<file path="src/rtl/playback_rate_gen_if.sv">
// Control/data bundle between the playback control FSM, the rate generator,
// and the SRAM address generator / interpolator.
interface playback_rate_gen_if #(
    parameter int RATIO_W = 3
);
    logic [RATIO_W-1:0] ratio_m1;
    logic               isNormalSpeed;
    logic               isSlow;
    logic               interp;
    logic               pause;
    logic               isRecord;
    logic               baseTick;
    logic               sampleTick;
    logic [RATIO_W:0]   sampleStep;
    logic [RATIO_W-1:0] interpPhase;
    logic               interpEn;

    modport master (
        output ratio_m1, isNormalSpeed, isSlow, interp, pause, isRecord,
        input  baseTick, sampleTick, sampleStep, interpPhase, interpEn
    );

    modport slave (
        input  ratio_m1, isNormalSpeed, isSlow, interp, pause, isRecord,
        output baseTick, sampleTick, sampleStep, interpPhase, interpEn
    );
endinterface

</file>
<file path="src/rtl/playback_rate_gen.sv">
// Playback rate generator: base sample-rate strobe plus per-sample advance
// strobes, address step and slow-mode interpolation phase, all in CLK50.
module playback_rate_gen #(
    parameter int BASE_DIV = 4,
    parameter int RATIO_W  = 3
) (
    input  logic               CLK50,
    input  logic               rst_n,
    playback_rate_gen_if.slave bus
);
    typedef enum logic [1:0] {
        MODE_PAUSE,
        MODE_NORMAL,
        MODE_SLOW,
        MODE_FAST
    } mode_t;

    localparam int               CNT_W    = (BASE_DIV > 2) ? $clog2(BASE_DIV) : 1;
    localparam logic [CNT_W-1:0] CNT_LAST = CNT_W'(BASE_DIV - 1);
    localparam logic [RATIO_W:0] STEP_ONE = {{RATIO_W{1'b0}}, 1'b1};

    logic [CNT_W-1:0]   r_base_cnt;
    logic               r_base_tick;
    logic [RATIO_W-1:0] r_phase;
    logic               r_sample_tick;
    logic [RATIO_W:0]   r_sample_step;
    logic [RATIO_W-1:0] r_ratio_q;
    logic               r_interp_en;

    mode_t              w_mode;
    logic               w_tick_edge;
    logic [CNT_W-1:0]   w_base_cnt;
    logic [RATIO_W-1:0] w_phase;
    logic               w_sample_tick;
    logic [RATIO_W:0]   w_sample_step;
    logic [RATIO_W-1:0] w_ratio_q;
    logic               w_interp_en;

    always_comb begin
        w_mode = MODE_FAST;
        if (bus.pause)
            w_mode = MODE_PAUSE;
        else if (bus.isRecord || bus.isNormalSpeed)
            w_mode = MODE_NORMAL;
        else if (bus.isSlow)
            w_mode = MODE_SLOW;
    end

    // The edge that raises baseTick is also the edge that updates the sample path.
    assign w_tick_edge = (r_base_cnt == CNT_LAST);

    always_comb begin
        w_base_cnt    = w_tick_edge ? '0 : r_base_cnt + CNT_W'(1);
        w_phase       = r_phase;
        w_sample_tick = 1'b0;
        w_sample_step = r_sample_step;
        w_ratio_q     = r_ratio_q;
        w_interp_en   = r_interp_en;

        // Outside SLOW the ratio tracks freely; inside SLOW it only changes at sample boundaries.
        if (w_mode != MODE_SLOW)
            w_ratio_q = bus.ratio_m1;

        if (w_tick_edge) begin
            case (w_mode)
                MODE_PAUSE: begin
                    w_sample_step = STEP_ONE;
                    w_interp_en   = 1'b0;
                end
                MODE_NORMAL: begin
                    w_phase       = '0;
                    w_sample_tick = 1'b1;
                    w_sample_step = STEP_ONE;
                    w_interp_en   = 1'b0;
                end
                MODE_SLOW: begin
                    w_sample_step = STEP_ONE;
                    w_interp_en   = bus.interp;
                    if (r_phase == r_ratio_q) begin
                        w_phase       = '0;
                        w_sample_tick = 1'b1;
                        w_ratio_q     = bus.ratio_m1;
                    end else begin
                        w_phase = r_phase + RATIO_W'(1);
                    end
                end
                default: begin
                    w_phase       = '0;
                    w_sample_tick = 1'b1;
                    w_sample_step = {1'b0, bus.ratio_m1} + STEP_ONE;
                    w_interp_en   = 1'b0;
                end
            endcase
        end

        // Pause/record kill the interpolator right away rather than at the next base tick.
        if (bus.pause || bus.isRecord)
            w_interp_en = 1'b0;
    end

    always_ff @(posedge CLK50 or negedge rst_n) begin
        if (!rst_n) begin
            r_base_cnt    <= '0;
            r_base_tick   <= 1'b0;
            r_phase       <= '0;
            r_sample_tick <= 1'b0;
            r_sample_step <= STEP_ONE;
            r_ratio_q     <= '0;
            r_interp_en   <= 1'b0;
        end else begin
            r_base_cnt    <= w_base_cnt;
            r_base_tick   <= w_tick_edge;
            r_phase       <= w_phase;
            r_sample_tick <= w_sample_tick;
            r_sample_step <= w_sample_step;
            r_ratio_q     <= w_ratio_q;
            r_interp_en   <= w_interp_en;
        end
    end

    assign bus.baseTick    = r_base_tick;
    assign bus.sampleTick  = r_sample_tick;
    assign bus.sampleStep  = r_sample_step;
    assign bus.interpPhase = r_phase;
    assign bus.interpEn    = r_interp_en;
endmodule

</file>
<file path="src/flat_wrapper.sv">
// flat-port wrapper written by rule: the top's interface ports become plain ports
module playback_rate_gen_flat 
#(
    parameter int BASE_DIV = 4,
    parameter int RATIO_W  = 3
)
  (CLK50, rst_n, bus_ratio_m1, bus_isNormalSpeed, bus_isSlow, bus_interp, bus_pause, bus_isRecord, bus_baseTick, bus_sampleTick, bus_sampleStep, bus_interpPhase, bus_interpEn);
  playback_rate_gen_if #(.RATIO_W(RATIO_W)) bus_i ();
  input  logic CLK50;
  input  logic rst_n;
  input wire logic [$bits(bus_i.ratio_m1)-1:0] bus_ratio_m1;
  input wire logic [$bits(bus_i.isNormalSpeed)-1:0] bus_isNormalSpeed;
  input wire logic [$bits(bus_i.isSlow)-1:0] bus_isSlow;
  input wire logic [$bits(bus_i.interp)-1:0] bus_interp;
  input wire logic [$bits(bus_i.pause)-1:0] bus_pause;
  input wire logic [$bits(bus_i.isRecord)-1:0] bus_isRecord;
  output wire logic [$bits(bus_i.baseTick)-1:0] bus_baseTick;
  output wire logic [$bits(bus_i.sampleTick)-1:0] bus_sampleTick;
  output wire logic [$bits(bus_i.sampleStep)-1:0] bus_sampleStep;
  output wire logic [$bits(bus_i.interpPhase)-1:0] bus_interpPhase;
  output wire logic [$bits(bus_i.interpEn)-1:0] bus_interpEn;
  assign bus_i.ratio_m1 = bus_ratio_m1;
  assign bus_i.isNormalSpeed = bus_isNormalSpeed;
  assign bus_i.isSlow = bus_isSlow;
  assign bus_i.interp = bus_interp;
  assign bus_i.pause = bus_pause;
  assign bus_i.isRecord = bus_isRecord;
  assign bus_baseTick = bus_i.baseTick;
  assign bus_sampleTick = bus_i.sampleTick;
  assign bus_sampleStep = bus_i.sampleStep;
  assign bus_interpPhase = bus_i.interpPhase;
  assign bus_interpEn = bus_i.interpEn;
  playback_rate_gen #(.BASE_DIV(BASE_DIV), .RATIO_W(RATIO_W)) u_core (.CLK50(CLK50), .rst_n(rst_n), .bus(bus_i));
endmodule
</file>
<file path="config.mk">
export PLATFORM = sky130hd
export DESIGN_NAME = playback_rate_gen_flat
export DESIGN_NICKNAME = d
export VERILOG_FILES = /design/src/rtl/playback_rate_gen_if.sv /design/src/rtl/playback_rate_gen.sv /design/src/flat_wrapper.sv
export SDC_FILE = /design/constraint.sdc
export NUM_CORES = 1
export LEC_CHECK = 0
export BUFFER_PORTS_ARGS = -buffer_cell sky130_fd_sc_hd__buf_2
export CAP_MARGIN = 20
export CORE_AREA = 4 4 51 53
export CTS_CLUSTER_DIAMETER = 150
export DETAILED_ROUTE_END_ITERATION = 10
export DIE_AREA = 0 0 55 57
export PLACE_DENSITY = 0.69
export SYNTH_ARGS = -nofsm -noshare
export SYNTH_HDL_FRONTEND = slang
export SYNTH_SLANG_ARGS = --single-unit
</file>
<file path="constraint.sdc">
create_clock -name CLK50 -period 1.46 [get_ports CLK50]
set_input_delay 0.219 -clock CLK50 [delete_from_list [all_inputs] [get_ports CLK50]]
set_output_delay 0.219 -clock CLK50 [all_outputs]
set_load 0.01 [all_outputs]
</file>
==> qor.txt <==
Result of the run -> complete, but fails checks
Violations in the final reports -> setup timing
Largest net degree at the start of global routing -> 16
Crit-path leading delay family -> compound AO/OA/AOI/OAI gates
Vias in the first global route -> 610
Final-layout fill cell count -> 203
Routed wire length -> 1570 microns
Number of remaining DRC errors -> 0
Average wire per standard cell -> 13.1 microns
Aggregate global-route resource usage -> 11.6%
Measured slew at the worst slew-check pin -> 0.358 ns
Layout overhead on the synthesized area -> 37.9%
Final worst slack -> -0.0687 ns
Input/output buffers -> 19
Clock tree from TritonCTS -> done
Logic depth of the worst register-to-register path -> 4
Maximum fanout encountered on the critical timing path -> 3
First-pass GRT wire length -> 2680 microns
Clock edge transition at the registers on the reported setup and hold paths -> 0.09 ns
Worst setup slack after placement -> -0.0724 ns
Skew final -> 0.00120 ns
Total via count after detailed routing -> 579
Achievable clock frequency -> 654 MHz
Power Density -> 763 nW/um^2
Worst skew pair latency -> 0.28 ns
Type of element capturing the critical path -> flip-flop
Number of cells traversed by the worst hold path -> 2
Relative slew slack -> 76.2%
Largest area contributor in the synthesized netlist -> dfrtp_1
Avg Inst Size Synth -> 12.5 sq um
Floorplan die width -> 55 microns
Required @ worst endpoint -> 1.63 ns
Last weighted congestion value of the routability-driven placer -> 0.722
Placed insts -> 113
Unrepaired setup endpoints after global routing -> true
Post-route setup TNS -> -0.189 ns
Portion of the clock cycle consumed by the worst path in the final layout -> 105%
Antenna violations before repair -> 0
Die H -> 57 microns
Data arrival time of the critical path -> 1.70 ns
Area of the mapped netlist -> 723 sq um
Core area -> 2150 sq um
Gate Count Post-Synth -> 58
Sink count of the clock tree -> 15
# H-tree levels -> 1
Largest cells by area after synthesis -> dfrtp_1 48%, mux2_4 6.2%, ha_1 5.2%, dfstp_2 3.6%, xor2_1 3.6%
Area taken by flip-flops and latches -> 378 sq um
Master cell of the clock root buffer -> clkbuf_4
Worst Path Class, Setup -> flip-flop to flip-flop
Area occupied by multi-input gates -> 358 sq um
Pins over their slew limit -> 0
Number of CTS-inserted buffers -> 3
Post-Syn Nets -> 71
Sequential-to-total area share from yosys stat -> 52.1%
Crit path depth -> 4
Count of state elements after synthesis -> 15
DRT iter0 DRCs -> 5
Final Critical Period -> 1.53 ns
Synth cell types -> 29
Final antenna diode count -> 0
MaxCap Viol Count -> 0
Final standard cell count with taps included and fillers excluded -> 120
Antenna viol nets, final -> 0
Number of buffers and inverters on the critical path -> 1
Die area -> 3140 sq um
Min-Delay Path Class -> input port to flip-flop
Library cell contributing the largest single delay on the critical path -> o41a_4
Router iterations before antenna repair -> 4
Ports placed on the boundary -> 20
Delay contributed by the slowest stage of the critical path -> 0.51 ns
Setup-violating endpoint count in the final report -> 3
Layout net count -> 106
Vias/cell -> 4.83
DP HPWL -> 1200 microns
Starting density of the core -> 33.7%
Critical path cell sequence -> ha_2 -> inv_2 -> o41a_4 -> mux2_4
Share of the synthesized area in the top cell type -> 48.4%
Remaining global-route overflow -> 0
Number of warning messages in the yosys log -> 0
Kind of start point of the critical path -> flip-flop
Clk buf depth -> 2
Final number of hold-violating endpoints -> 0
Number of cell rows -> 17
Lkg Pwr -> 0.485 nW
Layout cell share with drive strength beyond 1 -> 51.1%
Worst vdd ir -> 0.394 mV
## timing repair
item / in CTS / in global routing
gates resized for setup: 2 / 4
setup endpoints to repair: 3 / 5
hold buffers: 1 / 0
hold endpoints to repair: 14 / 0
pin swaps: 1 / 0
buffers inserted: 1 / 1
## per-stage QoR
step / hold slack [ns] / cell area, sq um / utilization, % / total power, mW
floorplan: -0.0766 / 732 / - / 0.473
global placement: 0.139 / 925 / 43.0 / 0.519
detailed placement: 0.145 / 925 / 43.0 / 0.524
CTS: 0.126 / 972 / 45.3 / 0.772
global route: 0.135 / 997 / 46.4 / 0.802
finish: 0.136 / 997 / 46.4 / 0.761
## sequential cells by signal, indices dropped and copies added, names as in the netlist
register	count
u_core.bus.interpEn	1
u_core.r_base_cnt	2
u_core.bus.sampleTick	1
u_core.bus.baseTick	1
u_core.bus.sampleStep	4
u_core.r_ratio_q	3
u_core.bus.interpPhase	3
## synth_stat cells
cell and number:
dfrtp_1 14, ha_1 3, inv_1 3, mux2_4 3, nand2_1 3, nor2_1 3, xor2_1 3, a31oi_1 2
nor2b_1 2, o21ai_0 2, o31ai_1 2, a22o_1 1, a32o_1 1, and3_1 1, buf_2 1, dfstp_2 1
nand2b_1 1, nand3_1 1, nand3b_1 1, nor3_1 1, nor3b_1 1, nor4_1 1, nor4b_4 1, nor4bb_1 1
o211ai_1 1, o311ai_0 1, o41a_4 1, or2_2 1, xnor2_1 1
## cell type report
class	instances	share of cell area, %
repair buffers	31	18.8
multi-input cells	39	35.9
flip-flops and latches	15	37.9
inverters	3	1.13
well taps	28	3.51
clock inverters	1	0.502
clock buffers	3	2.26
## report_power, final
part / switching, mW / internal [mW]
Clock: 0.138 / 0.102
Sequential: 0.00632 / 0.424
Combinational: 0.0446 / 0.0467
Total: 0.189 / 0.572
## per-layer routing
metal	global-route usage [%]	vias up	wire length, microns	part of all wire [%]
li1	-	284	-	-
met5	0	-	0	0
met4	6.25	0	14	0.89
met1	15.0	280	683	43
met2	18.2	13	816	52
met3	1.57	2	56	3.6
## cells in the final DEF, fill, tap and decap left out, types with 2 or more instances in the layout
cell / n
nor2b_1: 2
o21ai_0: 2
buf_2: 19
inv_1: 2
mux2_4: 3
a31oi_1: 2
o31ai_1: 2
nand2_1: 3
ha_1: 2
buf_4: 11
xor2_1: 2
dfrtp_1: 13
nor2_1: 3
clkbuf_4: 3
## logic make-up after synthesis
| logic type | synth area share [%] |
|---|---|
| buffers and inverters | 2.25 |
| XOR/XNOR | 4.85 |
| AND/OR/NAND/NOR | 16.4 |
| multiplexers | 6.23 |
| flip-flops | 52.1 |
| AO/OA/AOI/OAI | 13.0 |
| adder cells (fa/ha/maj) | 5.19 |
## path summary, 6_finish.rpt
kind | slack [ns] | startpoint | to
max | -0.07 | u_core.r_base_cnt[0] | u_core.r_ratio_q[0]
min | 0.14 | bus_ratio_m1[0] | u_core.bus.sampleStep[0]
max reg2reg | -0.07 | u_core.r_base_cnt[0] | u_core.r_ratio_q[0]
min reg2reg | 0.49 | u_core.bus.sampleStep[0] | u_core.bus.sampleStep[0]
max in group asynchronous | 0.79 | rst_n | u_core.bus.sampleStep[0]
min in group asynchronous | 0.37 | rst_n | u_core.bus.interpEn
Power figures use the tool's default switching activity.
